[src/rtl/argmax_peak2.sv]
// Frame-based I/Q peak finder: reports the largest and second-largest |x|^2
// of each frame, with the position of the peak and a threshold detect flag.
module argmax_peak2 #(
  parameter int buffer_length = 10,
  parameter int index_bits    = 4,
  parameter int i_bits        = 12,
  parameter int q_bits        = 12,
  parameter int out_max_bits  = 16,
  parameter int out_shift     = 11
) (
  input  logic                    clk,
  input  logic                    rst_n,
  input  logic                    m_axis_tvalid,
  input  logic [i_bits-1:0]       xi,
  input  logic [q_bits-1:0]       xq,
  output logic                    s_axis_tready,
  input  logic [out_max_bits-1:0] threshold,
  input  logic                    m_axis_tready,
  output logic                    s_axis_tvalid,
  output logic [out_max_bits-1:0] out_max,
  output logic [out_max_bits-1:0] out_second,
  output logic [index_bits-1:0]   index,
  output logic                    detect
);

  localparam int MB = 2 * i_bits;
  localparam logic [index_bits-1:0] LAST_POS =
    index_bits'(buffer_length - 1);
  localparam logic [MB-1:0] SAT_LIM = MB'({out_max_bits{1'b1}});

  typedef enum logic [1:0] {IDLE, COLLECT, DRAIN, HOLD} state_t;

  state_t                  state_q, state_d;
  logic [index_bits-1:0]   pos_q, pos_d;
  logic [1:0]              dcnt_q, dcnt_d;
  logic                    tready_q, tready_d;
  logic                    tvalid_q, tvalid_d;
  logic [out_max_bits-1:0] thr_q, thr_d;
  logic [out_max_bits-1:0] omax_q, omax_d;
  logic [out_max_bits-1:0] osec_q, osec_d;
  logic [index_bits-1:0]   oidx_q, oidx_d;
  logic                    det_q, det_d;

  logic                    v1_q, v1_d, first1_q, first1_d;
  logic [index_bits-1:0]   pos1_q, pos1_d;
  logic [MB-1:0]           sqi_q, sqi_d, sqq_q, sqq_d;
  logic                    v2_q, v2_d, first2_q, first2_d;
  logic [index_bits-1:0]   pos2_q, pos2_d;
  logic [MB-1:0]           sum_q, sum_d;
  logic [MB-1:0]           max_q, max_d, sec_q, sec_d;
  logic [index_bits-1:0]   idx_q, idx_d;

  logic                    accept, clear;
  logic signed [MB-1:0]    xi_e, xq_e;
  logic [out_max_bits-1:0] smax;

  function automatic logic [out_max_bits-1:0] scale(
    input logic [MB-1:0] m
  );
    logic [MB-1:0] s;
    s = m >> out_shift;
    if (s > SAT_LIM) scale = '1;
    else             scale = s[out_max_bits-1:0];
  endfunction

  assign accept = m_axis_tvalid && tready_q;
  assign xi_e   = {{(MB-i_bits){xi[i_bits-1]}}, xi};
  assign xq_e   = {{(MB-q_bits){xq[q_bits-1]}}, xq};
  assign smax   = scale(max_q);

  always_comb begin
    v1_d     = accept;
    first1_d = (pos_q == '0);
    pos1_d   = pos_q;
    sqi_d    = $unsigned(xi_e * xi_e);
    sqq_d    = $unsigned(xq_e * xq_e);
    v2_d     = v1_q;
    first2_d = first1_q;
    pos2_d   = pos1_q;
    sum_d    = sqi_q + sqq_q;
  end

  always_comb begin
    state_d  = state_q;
    pos_d    = pos_q;
    dcnt_d   = dcnt_q;
    tready_d = tready_q;
    tvalid_d = tvalid_q;
    thr_d    = thr_q;
    omax_d   = omax_q;
    osec_d   = osec_q;
    oidx_d   = oidx_q;
    det_d    = det_q;
    clear    = 1'b0;
    unique case (state_q)
      IDLE: begin
        state_d  = COLLECT;
        tready_d = 1'b1;
        pos_d    = '0;
      end
      COLLECT: begin
        if (accept) begin
          if (pos_q == LAST_POS) begin
            pos_d    = '0;
            state_d  = DRAIN;
            tready_d = 1'b0;
            dcnt_d   = '0;
            thr_d    = threshold;
          end else begin
            pos_d = pos_q + 1'b1;
          end
        end
      end
      DRAIN: begin
        // last tracker update lands one edge before this load
        if (dcnt_q == 2'd2) begin
          state_d  = HOLD;
          tvalid_d = 1'b1;
          omax_d   = smax;
          osec_d   = scale(sec_q);
          oidx_d   = idx_q;
          det_d    = (smax >= thr_q);
        end else begin
          dcnt_d = dcnt_q + 1'b1;
        end
      end
      HOLD: begin
        if (m_axis_tready) begin
          state_d  = COLLECT;
          tvalid_d = 1'b0;
          tready_d = 1'b1;
          clear    = 1'b1;
        end
      end
      default: state_d = IDLE;
    endcase
  end

  always_comb begin
    max_d = max_q;
    sec_d = sec_q;
    idx_d = idx_q;
    if (clear) begin
      max_d = '0;
      sec_d = '0;
      idx_d = '0;
    end else if (v2_q) begin
      if (first2_q) begin
        max_d = sum_q;
        sec_d = '0;
        idx_d = pos2_q;
      end else if (sum_q > max_q) begin
        sec_d = max_q;
        max_d = sum_q;
        idx_d = pos2_q;
      end else if (sum_q > sec_q) begin
        sec_d = sum_q;
      end
    end
  end

  always_ff @(posedge clk or negedge rst_n) begin
    if (!rst_n) begin
      state_q  <= IDLE;
      pos_q    <= '0;
      dcnt_q   <= '0;
      tready_q <= 1'b0;
      tvalid_q <= 1'b0;
      thr_q    <= '0;
      omax_q   <= '0;
      osec_q   <= '0;
      oidx_q   <= '0;
      det_q    <= 1'b0;
      v1_q     <= 1'b0;
      first1_q <= 1'b0;
      pos1_q   <= '0;
      sqi_q    <= '0;
      sqq_q    <= '0;
      v2_q     <= 1'b0;
      first2_q <= 1'b0;
      pos2_q   <= '0;
      sum_q    <= '0;
      max_q    <= '0;
      sec_q    <= '0;
      idx_q    <= '0;
    end else begin
      state_q  <= state_d;
      pos_q    <= pos_d;
      dcnt_q   <= dcnt_d;
      tready_q <= tready_d;
      tvalid_q <= tvalid_d;
      thr_q    <= thr_d;
      omax_q   <= omax_d;
      osec_q   <= osec_d;
      oidx_q   <= oidx_d;
      det_q    <= det_d;
      v1_q     <= v1_d;
      first1_q <= first1_d;
      pos1_q   <= pos1_d;
      sqi_q    <= sqi_d;
      sqq_q    <= sqq_d;
      v2_q     <= v2_d;
      first2_q <= first2_d;
      pos2_q   <= pos2_d;
      sum_q    <= sum_d;
      max_q    <= max_d;
      sec_q    <= sec_d;
      idx_q    <= idx_d;
    end
  end

  assign s_axis_tready = tready_q;
  assign s_axis_tvalid = tvalid_q;
  assign out_max       = omax_q;
  assign out_second    = osec_q;
  assign index         = oidx_q;
  assign detect        = det_q;

endmodule
[config.mk]
export PLATFORM = sky130hd
export DESIGN_NAME = argmax_peak2
export DESIGN_NICKNAME = d
export VERILOG_FILES = /design/src/rtl/argmax_peak2.sv
export SDC_FILE = /design/constraint.sdc
export NUM_CORES = 1
export LEC_CHECK = 0
export BUFFER_PORTS_ARGS = -buffer_cell sky130_fd_sc_hd__buf_2
export CORE_UTILIZATION = 50
export DETAILED_ROUTE_END_ITERATION = 10
export PLACE_DENSITY = 0.67
export SETUP_SLACK_MARGIN = 0.02
export SYNTH_ARGS = -nofsm -noshare
export SYNTH_HDL_FRONTEND = slang
export SYNTH_SLANG_ARGS = --single-unit
[constraint.sdc]
create_clock -name clk -period 6.64 [get_ports clk]
set_input_delay 1.328 -clock clk [delete_from_list [all_inputs] [get_ports clk]]
set_output_delay 1.328 -clock clk [all_outputs]
set_load 0.05 [all_outputs]
After elaboration in Yosys (flattened, before gate mapping):

Index checks and enable logic that the tools add are counted.
Widths: inputs -> output; s select.

* add/subtract/negate cells: 3
* $mul: 2
* order comparisons: 5
* equal/unequal tests: 10
* mux-type cells: 36
* reductions and logical operators: 19

Operator list (count)
* $mux 24: 9
* $gt 24x24->1: 2
* $mul 12x12->24: 2
* $gt 13x16->1 const B: 2
* $mux 16: 2
* $add 24x24->24: 1
* $mux 4: 6
* $ge 16x16->1: 1
* $mux 2: 7
* $reduce_and 4->1: 3
* $ne 2x2->1 const B: 5
* $pmux 2 s4: 1
* $pmux 4 s2: 1
* $reduce_and 2->1: 4
* $reduce_bool 2->1: 4
* $mux 1: 7
* $eq 2x2->1 const B: 3
* $reduce_and 3->1: 2
* $reduce_bool 3->1: 2
* $add 4x1->4 const B: 1
* $eq 4x4->1 const B: 1
* $logic_not 4->1: 1
* $pmux 2 s2: 1
* $reduce_bool 4->1: 1
* other kinds (6): 6

* register bits after elaboration: 199
* input port bits: 44
* output and inout bits: 39
* logic and storage cells: 97

Longest topological paths before layout:

* depth after elaboration: 6
* gate-level depth with buffers: 23
* gate-level depth less buffers: 22

Worst setup path after synthesis:

OpenSTA, ideal clock, no wires.

* path kind: input to register
* start point: input xi[8]
* end point: register sqi_q[22]
* setup time: 80 ps
* data arrival time: 6451 ps
* data required time: 6560 ps
* setup slack: 109 ps
* cell stages on the path: 23
* buffers on the path: 1
* path through: clkbuf_1 -> inv_1 -> nor2_1 -> inv_1 -> fa_1 -> inv_1 -> fa_1 -> inv_1 -> fa_1 -> inv_1 -> fa_1 -> inv_1 -> fa_1 -> inv_1 -> ha_1 -> and3_1 -> and3_1 -> a21o_1 -> o41ai_4 -> o211ai_1 -> a31o_2 -> a21oi_1 -> xnor2_1

* longest elaborated chain between the ends: 1

Ends and longest elaborated chain
* from (decl): RTL line 14 `input logic [i_bits-1:0] xi,`
* $mul 12x12->24: RTL line 75 `sqi_d = $unsigned(xi_e * xi_e);`
* via sqi_d[22]: RTL line 46 `logic [MB-1:0] sqi_q, sqi_d, sqq_q, sqq_d;`
* to (signal assigned): RTL line 200 `sqi_q <= sqi_d;`
* to (decl): RTL line 46

The timed path passes the listed nets, and every way through them passes these cells.
A chain may end at the register's enable or synchronous reset.

Worst setup path in the final report:

* start point: input xq[6]
* end point: register sqq_q[22]

* longest elaborated chain between the ends: 1

Ends and longest elaborated chain
* from (decl): RTL line 15 `input logic [q_bits-1:0] xq,`
* $mul 12x12->24: RTL line 76 `sqq_d = $unsigned(xq_e * xq_e);`
* via sqq_d[22]: RTL line 46
* to (signal assigned): RTL line 201 `sqq_q <= sqq_d;`
* to (decl): RTL line 46

The timed path passes the listed nets, and every way through them passes these cells.

==> results.rst <==
.. list-table::
   :header-rows: 1

   * - Metric
     - Value
   * - Cell depth of the worst min-delay path
     - 0
   * - Worst Reg-to-Reg Cells
     - 11
   * - Critical path's most frequent cell
     - sky130_fd_sc_hd__inv_1
   * - Overall die height
     - 197.9 um
   * - Reg2reg setup slack
     - 3170 ps
   * - Minimum clock period
     - 6154 ps
   * - Place WS
     - 28.20 ps
   * - Seq/Total Area, Yosys
     - 24.90%
   * - Critical Path Start Type
     - input port
   * - TritonCTS clock tree
     - done
   * - Starting density of the core
     - 50.84%
   * - Capture point of the worst reg-to-reg path
     - sec_q[15]
   * - Register Area
     - 0.004780 sq mm
   * - Via density per instance
     - 5.138
   * - Number of setup buffers added after CTS
     - 0
   * - H-tree level count
     - 4
   * - Antenna violations before repair
     - 2
   * - Final antenna-violating net count
     - 0
   * - Via count of the first global-routing pass
     - 14020
   * - Top_reg_cell synth
     - sky130_fd_sc_hd__dfrtp_1
   * - Sort of element at the end of the critical path
     - flip-flop
   * - Area used by multi-input combinational logic
     - 0.01267 sq mm
   * - Final hold vios
     - 0
   * - Number of slew-limit violations in the final report
     - 0
   * - DR DRC count
     - 0
   * - 1st-pass router iterations
     - 4
   * - Commonest cells after routing, fill and taps aside
     - 399 x sky130_fd_sc_hd__inv_1, 245 x sky130_fd_sc_hd__fa_1, 217 x sky130_fd_sc_hd__nand2_1
   * - Setup ws final
     - 486.0 ps
   * - Root cell of the clock tree
     - sky130_fd_sc_hd__clkbuf_16
   * - Clock net sink count
     - 191
   * - Required time of the critical path
     - 7000 ps
   * - Overall die area
     - 0.03918 sq mm
   * - Unrepaired setup endpoints after global routing
     - no
   * - Leading cell type in the layout, fill and taps excluded
     - sky130_fd_sc_hd__inv_1
   * - Fin Clk Skew
     - 23.66 ps
   * - Max_slew headroom
     - 45.15%
   * - Port bufs
     - 76
   * - Share of async-settable or async-resettable flops after synthesis
     - 100.0%
   * - Hold-critical path endpoint
     - v2_q
   * - Overflow after GRT
     - 0
   * - Peak Freq
     - 162.5 MHz
   * - Avg Synthesized Cell Area
     - 9.920 sq um
   * - Clock slew at the register clock pins of the worst setup and hold paths
     - 80 ps
   * - Clock buffers created by TritonCTS
     - 17
   * - Synthesis-to-finish area growth
     - 8.435%
   * - Gpl congestion
     - 0.8407
   * - Crit path arrival time
     - 6510 ps
   * - Layout cells sized above 1
     - 9.677%
   * - Routed via count
     - 12980
   * - Setup TNS
     - 0 ps
   * - NumNets Final
     - 2497
   * - Overall global routing resource usage
     - 20.92%
   * - Crit path largest cell delay
     - 550 ps
   * - Routed WL per cell
     - 15.06 um
   * - Outcome
     - finished, final reports clean
   * - Maximum number of pins on one net before global-route repair
     - 74
   * - Number of max-cap violations
     - 0
   * - Die width
     - 197.9 um
   * - Crit share post-route
     - 92.68%
   * - Core Rows
     - 71
   * - Cells along the critical path
     - buf_2, inv_1, fa_1, inv_1, fa_1, inv_1, fa_1, inv_1, fa_1, inv_1, fa_1, inv_1, ha_1, and3_1, and3_1, a21o_1, o41ai_2, o211a_1, o21bai_1, a21oi_1, xnor2_1
   * - Top fanout value on the critical path
     - 10
   * - Count of flip-flops with a built-in enable after synthesis
     - 0
   * - Netlist cell types
     - 59
   * - Crit path buffers/inverters
     - 7
   * - Worst Setup Path Type
     - in -> reg
   * - CTS-repair resized insts
     - 0
   * - Total routed wirelength
     - 38030 um
   * - DPL Wire Length
     - 31290 um
   * - Cell type of the slowest stage on the worst timing path
     - sky130_fd_sc_hd__fa_1
   * - Largest buffer count on any clock path
     - 2
   * - Violation count after the first detailed-route iteration
     - 601
   * - Clock insertion delay at the later pin of the skew report
     - 450 ps
   * - Wire length of the first global-routing pass
     - 64990 um
   * - Antenna fix cells
     - 0
   * - Cell class contributing the biggest share of worst-path delay
     - adder cells
   * - Slew of the pin with the lowest slew margin
     - 822.8 ps
   * - Core area
     - 0.03776 sq mm
   * - Type of the worst min-delay path
     - reg -> reg
   * - Filler cell count in the final layout
     - 3338
   * - Origin of the critical flop-to-flop path
     - max_q[23]
   * - Num ports
     - 83
   * - Worst Min Path Start
     - v1_q
   * - CTS Hold Bufs
     - 0
   * - Instance count of the mapped netlist
     - 1935
   * - #FFs+latches synth
     - 191
   * - Mapped Area
     - 0.01920 sq mm
   * - Final setup vio count
     - 0
   * - Count of yosys warnings during synthesis
     - 0
==> flip-flops by register name (all words and copies together) (netlist names), 13 cells and up <==
register and cells:
out_max 13, thr_q 16, sum_q 24, sqi_q 23
sec_q 24, sqq_q 23, out_second 13, max_q 24
==> Yosys cell counts, drive strengths merged, types with 2 or more instances <==
master / count / share of area (%)
ha: 206 / 13
nand3: 10 / 0.26
or2: 3 / 0.098
a21o: 29 / 1.1
nor2: 66 / 1.3
xor2: 14 / 0.64
and3: 13 / 0.42
o31a: 2 / 0.091
o41ai: 3 / 0.37
buf: 14 / 0.58
clkbuf: 46 / 0.90
inv: 400 / 7.8
mux2i: 54 / 2.8
o22ai: 2 / 0.065
nor4: 4 / 0.16
o311ai: 2 / 0.091
nand2b: 12 / 0.39
o21ai: 67 / 1.8
or4: 2 / 0.078
fa: 245 / 26
nand4: 14 / 0.46
o21a: 7 / 0.27
mux2: 45 / 2.6
a21oi: 52 / 1.4
xnor2: 57 / 2.6
and4: 2 / 0.091
nand2: 218 / 4.3
a211oi: 8 / 0.38
o21bai: 10 / 0.39
nor3: 17 / 0.44
nor2b: 11 / 0.36
a31oi: 5 / 0.16
and2: 75 / 2.4
o211ai: 8 / 0.31
dfrtp: 191 / 25
o31ai: 7 / 0.30
==> stage by stage <==
stage          hold slack [ps]  cells  instance area, sq um  utilization, %
3_3_place_gp             332.1   2494                 20190           53.47
6_report                 344.4   2526                 20820           55.13
2_1_floorplan            331.2   1940                 19210               -
3_5_place_dp             334.7   2494                 20190           53.47
5_1_grt                  354.9   2526                 20820           55.13
4_1_cts                  346.4   2526                 20820           55.13
==> how the worst max path moves through the flow <==
stage                 from        end  slack, ps  depth (start not counted)
CTS                  xq[6]  sqq_q[22]        490                         21
detailed placement   xq[6]  sqq_q[22]         30                         21
global placement     xi[8]  sqi_q[22]        130                         23
floorplan            xi[8]  sqi_q[22]        110                         23
global route        xq[11]  sqq_q[22]        210                         21
finish               xq[6]  sqq_q[22]        490                         21
==> routing by layer <==
| metal | global-route usage (%) | up-vias | routed length (um) |
|---|---|---|---|
| met5 | 0 | - | 22 |
| met4 | 5.656 | 4 | 725 |
| met3 | 2.504 | 62 | 856 |
| met2 | 39.32 | 167 | 20380 |
| met1 | 25.03 | 6569 | 16050 |
| li1 | - | 6176 | - |
==> cell type report <==
type | count | share of cell area, %
clock buffer | 17 | 2.044
clock inverter | 15 | 0.9738
inverter | 401 | 7.231
multi-input combinational | 1288 | 60.87
sequential | 191 | 22.96
tap | 511 | 3.072
timing repair buffer | 103 | 2.843
==> logic make-up (layout without fill, tap and decap cells) <==
group	count (synthesis)	in the layout	share of synthesized area, %
mux	99	99	5.456
xor+xnor	71	71	3.239
buf+inv	461	536	9.321
other cells	1	6	0.01954
simple gates	450	450	10.87
flops	191	191	24.90
fa+ha+maj	451	451	38.98
compound gates	211	211	7.216
Power is not shown: default switching activity piles up to over one toggle a cycle in this logic, so the estimate is an artifact.
